[config.mk]
export PLATFORM = sky130hd
export DESIGN_NAME = tdm_mux_scan
export DESIGN_NICKNAME = d
export VERILOG_FILES = /design/src/rtl/tdm_mux_scan_pkg.sv /design/src/rtl/tdm_mux_scan_next.sv /design/src/rtl/tdm_mux_scan.sv
export SDC_FILE = /design/constraint.sdc
export NUM_CORES = 1
export LEC_CHECK = 0
export BUFFER_PORTS_ARGS = -buffer_cell sky130_fd_sc_hd__clkbuf_2
export CAP_MARGIN = 20
export CORE_UTILIZATION = 55
export CTS_CLUSTER_SIZE = 40
export DETAILED_ROUTE_END_ITERATION = 16
export PLACE_DENSITY_LB_ADDON = 0.3
export SLEW_MARGIN = 30
export SYNTH_ARGS = -nofsm -noshare
export SYNTH_HDL_FRONTEND = slang
export SYNTH_HIERARCHICAL = 1
export SYNTH_SLANG_ARGS = --single-unit
export TNS_END_PERCENT = 10
[constraint.sdc]
create_clock -name clk -period 7.9 [get_ports clk]
set_input_delay 0.79 -clock clk [delete_from_list [all_inputs] [get_ports clk]]
set_output_delay 0.79 -clock clk [all_outputs]
set_load 0.01 [all_outputs]
[src/rtl/tdm_mux_scan_pkg.sv]
// tdm_mux_scan_pkg: shared mode encodings and width helper for the TDM mux
package tdm_mux_scan_pkg;
  localparam logic MODE_MANUAL = 1'b0;
  localparam logic MODE_SCAN = 1'b1;
  function automatic int clog2(input int v);
    int r;
    r = 0;
    while ((1 << r) < v) r++;
    return r;
  endfunction
endpackage

[src/rtl/tdm_mux_scan_next.sv]
// scan_next: next enabled channel above cur, wrapping, with wrap and none-enabled flags
module scan_next #(
  parameter int CH = 4,
  parameter int SELW = 2
) (
  input  logic [SELW-1:0] cur,
  input  logic [CH-1:0]   ch_mask,
  output logic [SELW-1:0] nxt,
  output logic            wrapped,
  output logic            none_en
);
  logic [SELW:0] raw;
  logic [SELW:0] idx;
  logic wr;
  logic found;
  assign none_en = ~|ch_mask;
  always_comb begin
    nxt = cur;
    wrapped = 1'b0;
    found = 1'b0;
    raw = '0;
    idx = '0;
    wr = 1'b0;
    for (int i = 1; i <= CH; i++) begin
      raw = {1'b0, cur} + (SELW+1)'(i);
      wr = raw >= (SELW+1)'(CH);
      idx = wr ? raw - (SELW+1)'(CH) : raw;
      if (!found && ch_mask[idx[SELW-1:0]]) begin
        found = 1'b1;
        nxt = idx[SELW-1:0];
        wrapped = wr;
      end
    end
  end
endmodule

[src/rtl/tdm_mux_scan.sv]
// tdm_mux_scan: registered CH:1 TDM mux with manual select and masked auto-scan
module tdm_mux_scan
  import tdm_mux_scan_pkg::*;
#(
  parameter int CH = 4,
  parameter int W = 1,
  parameter int DWELL = 1,
  parameter int SELW = clog2(CH)
) (
  input  logic            clk,
  input  logic            rst,
  input  logic            en,
  input  logic            mode,
  input  logic [SELW-1:0] sel_in,
  input  logic [CH-1:0]   ch_mask,
  input  logic [CH*W-1:0] din,
  output logic [W-1:0]    dout,
  output logic [SELW-1:0] sel_out,
  output logic            valid,
  output logic            frame_start
);
  localparam int DW = clog2(DWELL + 1);
  logic [DW-1:0] dwell_cnt;
  logic [DW-1:0] cnt_nxt;
  logic [SELW-1:0] sel_nxt;
  logic [SELW-1:0] scan_nxt;
  logic wrapped;
  logic none_en;
  logic sel_ok;
  logic adv;
  logic valid_nxt;
  logic fs_nxt;
  scan_next #(.CH(CH), .SELW(SELW)) u_scan (
    .cur(sel_out),
    .ch_mask(ch_mask),
    .nxt(scan_nxt),
    .wrapped(wrapped),
    .none_en(none_en)
  );
  always_comb begin
    sel_ok = {1'b0, sel_in} < (SELW+1)'(CH);
    adv = (dwell_cnt == DW'(DWELL - 1)) || !ch_mask[sel_out];
    sel_nxt = !en ? sel_out :
              mode == MODE_MANUAL ? (sel_ok ? sel_in : sel_out) :
              (!none_en && adv) ? scan_nxt : sel_out;
    cnt_nxt = !en ? dwell_cnt :
              (mode == MODE_MANUAL || none_en || adv) ? '0 : dwell_cnt + DW'(1);
    valid_nxt = en && (mode == MODE_MANUAL ? sel_ok : !none_en);
    fs_nxt = en && mode == MODE_SCAN && !none_en && adv && wrapped;
  end
  always_ff @(posedge clk or posedge rst) begin
    if (rst) begin
      dout <= '0;
      sel_out <= '0;
      dwell_cnt <= '0;
      valid <= 1'b0;
      frame_start <= 1'b0;
    end else begin
      sel_out <= sel_nxt;
      dwell_cnt <= cnt_nxt;
      valid <= valid_nxt;
      frame_start <= fs_nxt;
      if (en) dout <= din[sel_nxt*W +: W];
    end
  end
endmodule
==> out/metrics.cfg <==
[synthesis]
yosysSeqAreaShare=0.208
synth_most_common_cell=inv_1
ys.flop_type=dfrtp_1
syn_area_um2=723
yosysTopAreaCell=dfrtp_1
avgSynthCellArea_um2=10.3
synth_cell_types=33
ys.warnings.count=6
yosys-top-cells-count=7 x inv_1, 6 x dfrtp_1, 6 x mux2i_1
synth-edff-count=0
synth_nets=87
synth_area_leaders=dfrtp_1 21%, mux4_2 12%, mux2i_1 8.3%, ha_1 5.2%, mux2_4 4.2%
synth_top_area_share=0.208
ys_ff_latch=6
ys_async_sr_fraction=1.00
synth_cells=70

[sta]
fmax_mhz=333
tightest_slew_ns=0.626
min_period_over_period=0.380
rsz0062_at_grt=false
skew_ns=0.00621
fin_crit_ns=3.01
setup_tns_ns=0
hold_viol=0
drv_slew=0
slew_headroom=0.583
setup_viol_count_final=0

[setup_path]
start_kind=flip-flop
timing.critical_path.cells=inv_1 > ha_1 > mux4_2 > a21oi_1 > xnor2_1 > a2111oi_4 > nand3b_4 > mux2i_1 > o221ai_2
rr_startpoint=sel_out[0]
arrival_ns=3.13
crit_start=sel_out[0]
max_stage_delay_ns=0.74
end_kind=flip-flop
slowest_stage=dfrtp_1
crit_required_ns=8.03
critical_path_class=reg -> reg
critPathMaxFanout=16

[hold_path]
hold_class=in -> async

[pwr]
p_per_area_mw_per_mm2=332
ir_drop_uv=178
leakagePower_nw=0.412
power_mw=0.280

[floorplanning]
io_pins=19
core_mm2=0.00117
dieWidth_um=38.3
num_rows=12
initial_core_util=0.618
dieArea_mm2=0.00146
die_h_um=38.3

[global_route]
met3_usage=0.110
grt_max_degree=17
use_met2=0.377
grt_pass1_wl_um=2440
gr-max-usage-layer=met2
antenna_found_initial=0
met1_usage=0.322
grt_pass1_vias=551
track_usage=0.251
grt-ovfl-total=0

[flow_run]
maxCapViolCount=0

[final_layout]
fill_cells=85
seqCellArea_um2=150
antenna-diode-count=0
nets=109
area_growth_pct=16.4
final_layout_size_suffix_gt1_frac=0.411
multiInputGateArea_um2=536

[place]
hpwl_um=1140
portBuffers=18
gp_congestion=0.874

[clock_network]
cts_max_path_buffers=2
ctsHtreeMaxLevel=1
post_cts_buffers=0
cts-root-buf=clkbuf_4
cts_resized=0
cts_tree=built
cts_hold_buf=0
cts.clk_slew.worst_paths_ns=0.05
cts.sinks=6
cts_buffers=3
clock_latency_ns=0.25

[detailed_routing]
drc=0
drt_iter0_drc=11
drt-total-wl_um=1520
vias=620
drt-pass1-iter-count=4
wl_per_cell_um=14.6
vias_per_cell=5.96
postRouteAntennaNets=0

[status]
status=finished, final reports clean

-- metal layers --
metal,part of all wire,routed length (µm)
met1,0.45,682
met2,0.50,755
met3,0.055,83
met4,0,0
met5,0,0
-- worst paths after layout --
path	to	slack (ns)	depth (start not counted)
setup / recovery	dout	4.89	9
hold / removal	sel_out[0]	0.43	2
setup reg to reg	dout	4.89	9
hold reg to reg	dout	0.50	2
max in group asynchronous	dwell_cnt	7.27	2
min in group clk	dout	0.50	2
-- kinds of logic after synthesis --
kind of cell,after synthesis,synth area share
simple gates,23,0.206
compound gates,16,0.206
mux,13,0.265
buf+inv,8,0.0519
flops,6,0.208
fa+ha+maj,3,0.0519
xor+xnor,1,0.0121
-- placed cells by master (no fill, tap or decap), types with 2 or more instances in the layout --
cell type,synthesis,layout
clkbuf_4,0,3
mux2i_1,6,6
nand2_1,4,4
nor2_1,5,5
ha_1,3,3
o21ai_0,4,4
nor4_1,2,2
clkbuf_2,0,18
inv_1,7,7
nor2b_1,3,3
mux2_4,2,2
mux4_2,4,4
dfrtp_1,6,6
a21oi_1,2,2
o21ai_1,2,2
-- per-stage QoR --
| stage | hold slack (ns) | utilization | instances | setup WS, ns | area [µm²] |
|---|---|---|---|---|---|
| final | 0.433 | 0.719 | 104 | 4.89 | 842 |
| after global routing | 0.459 | 0.719 | 104 | 4.75 | 842 |
| after CTS | 0.443 | 0.719 | 104 | 4.89 | 842 |
| after detailed placement | 0.489 | 0.700 | 101 | 4.89 | 820 |
| after global placement | 0.480 | 0.700 | 101 | 5.01 | 820 |
| after floorplan | 0.471 | - | 70 | 5.26 | 723 |
-- registers in the layout, indices dropped and copies added (netlist names) --
register / count
dout: 1
dwell_cnt: 1
valid: 1
frame_start: 1
sel_out: 2
-- worst max-delay path: cells and delay by family, from the launching register on --
family	cells	cell delay [ns]
buffers and inverters	1	0.18
adder cells (fa/ha/maj)	1	0.42
AND/OR/NAND/NOR	1	0.20
flip-flops	1	0.74
AO/OA/AOI/OAI	3	0.59
XOR/XNOR	1	0.12
multiplexers	2	0.63
-- final cells by class --
type,instances,share of cell area
Inverter,7,0.0312
Tap cell,14,0.0208
Multi-Input combinational cell,56,0.636
Clock buffer,3,0.0267
Sequential cell,6,0.178
Timing Repair Buffer,18,0.107
-- power breakdown --
part | switching [mW] | internal [mW] | leakage [nW]
registers | 0.0246 | 0.0397 | 0.0734
logic | 0.0899 | 0.0965 | 0.325
clock network | 0.0119 | 0.0172 | 0.0138
No activity file was read; power rests on OpenSTA's default activity.
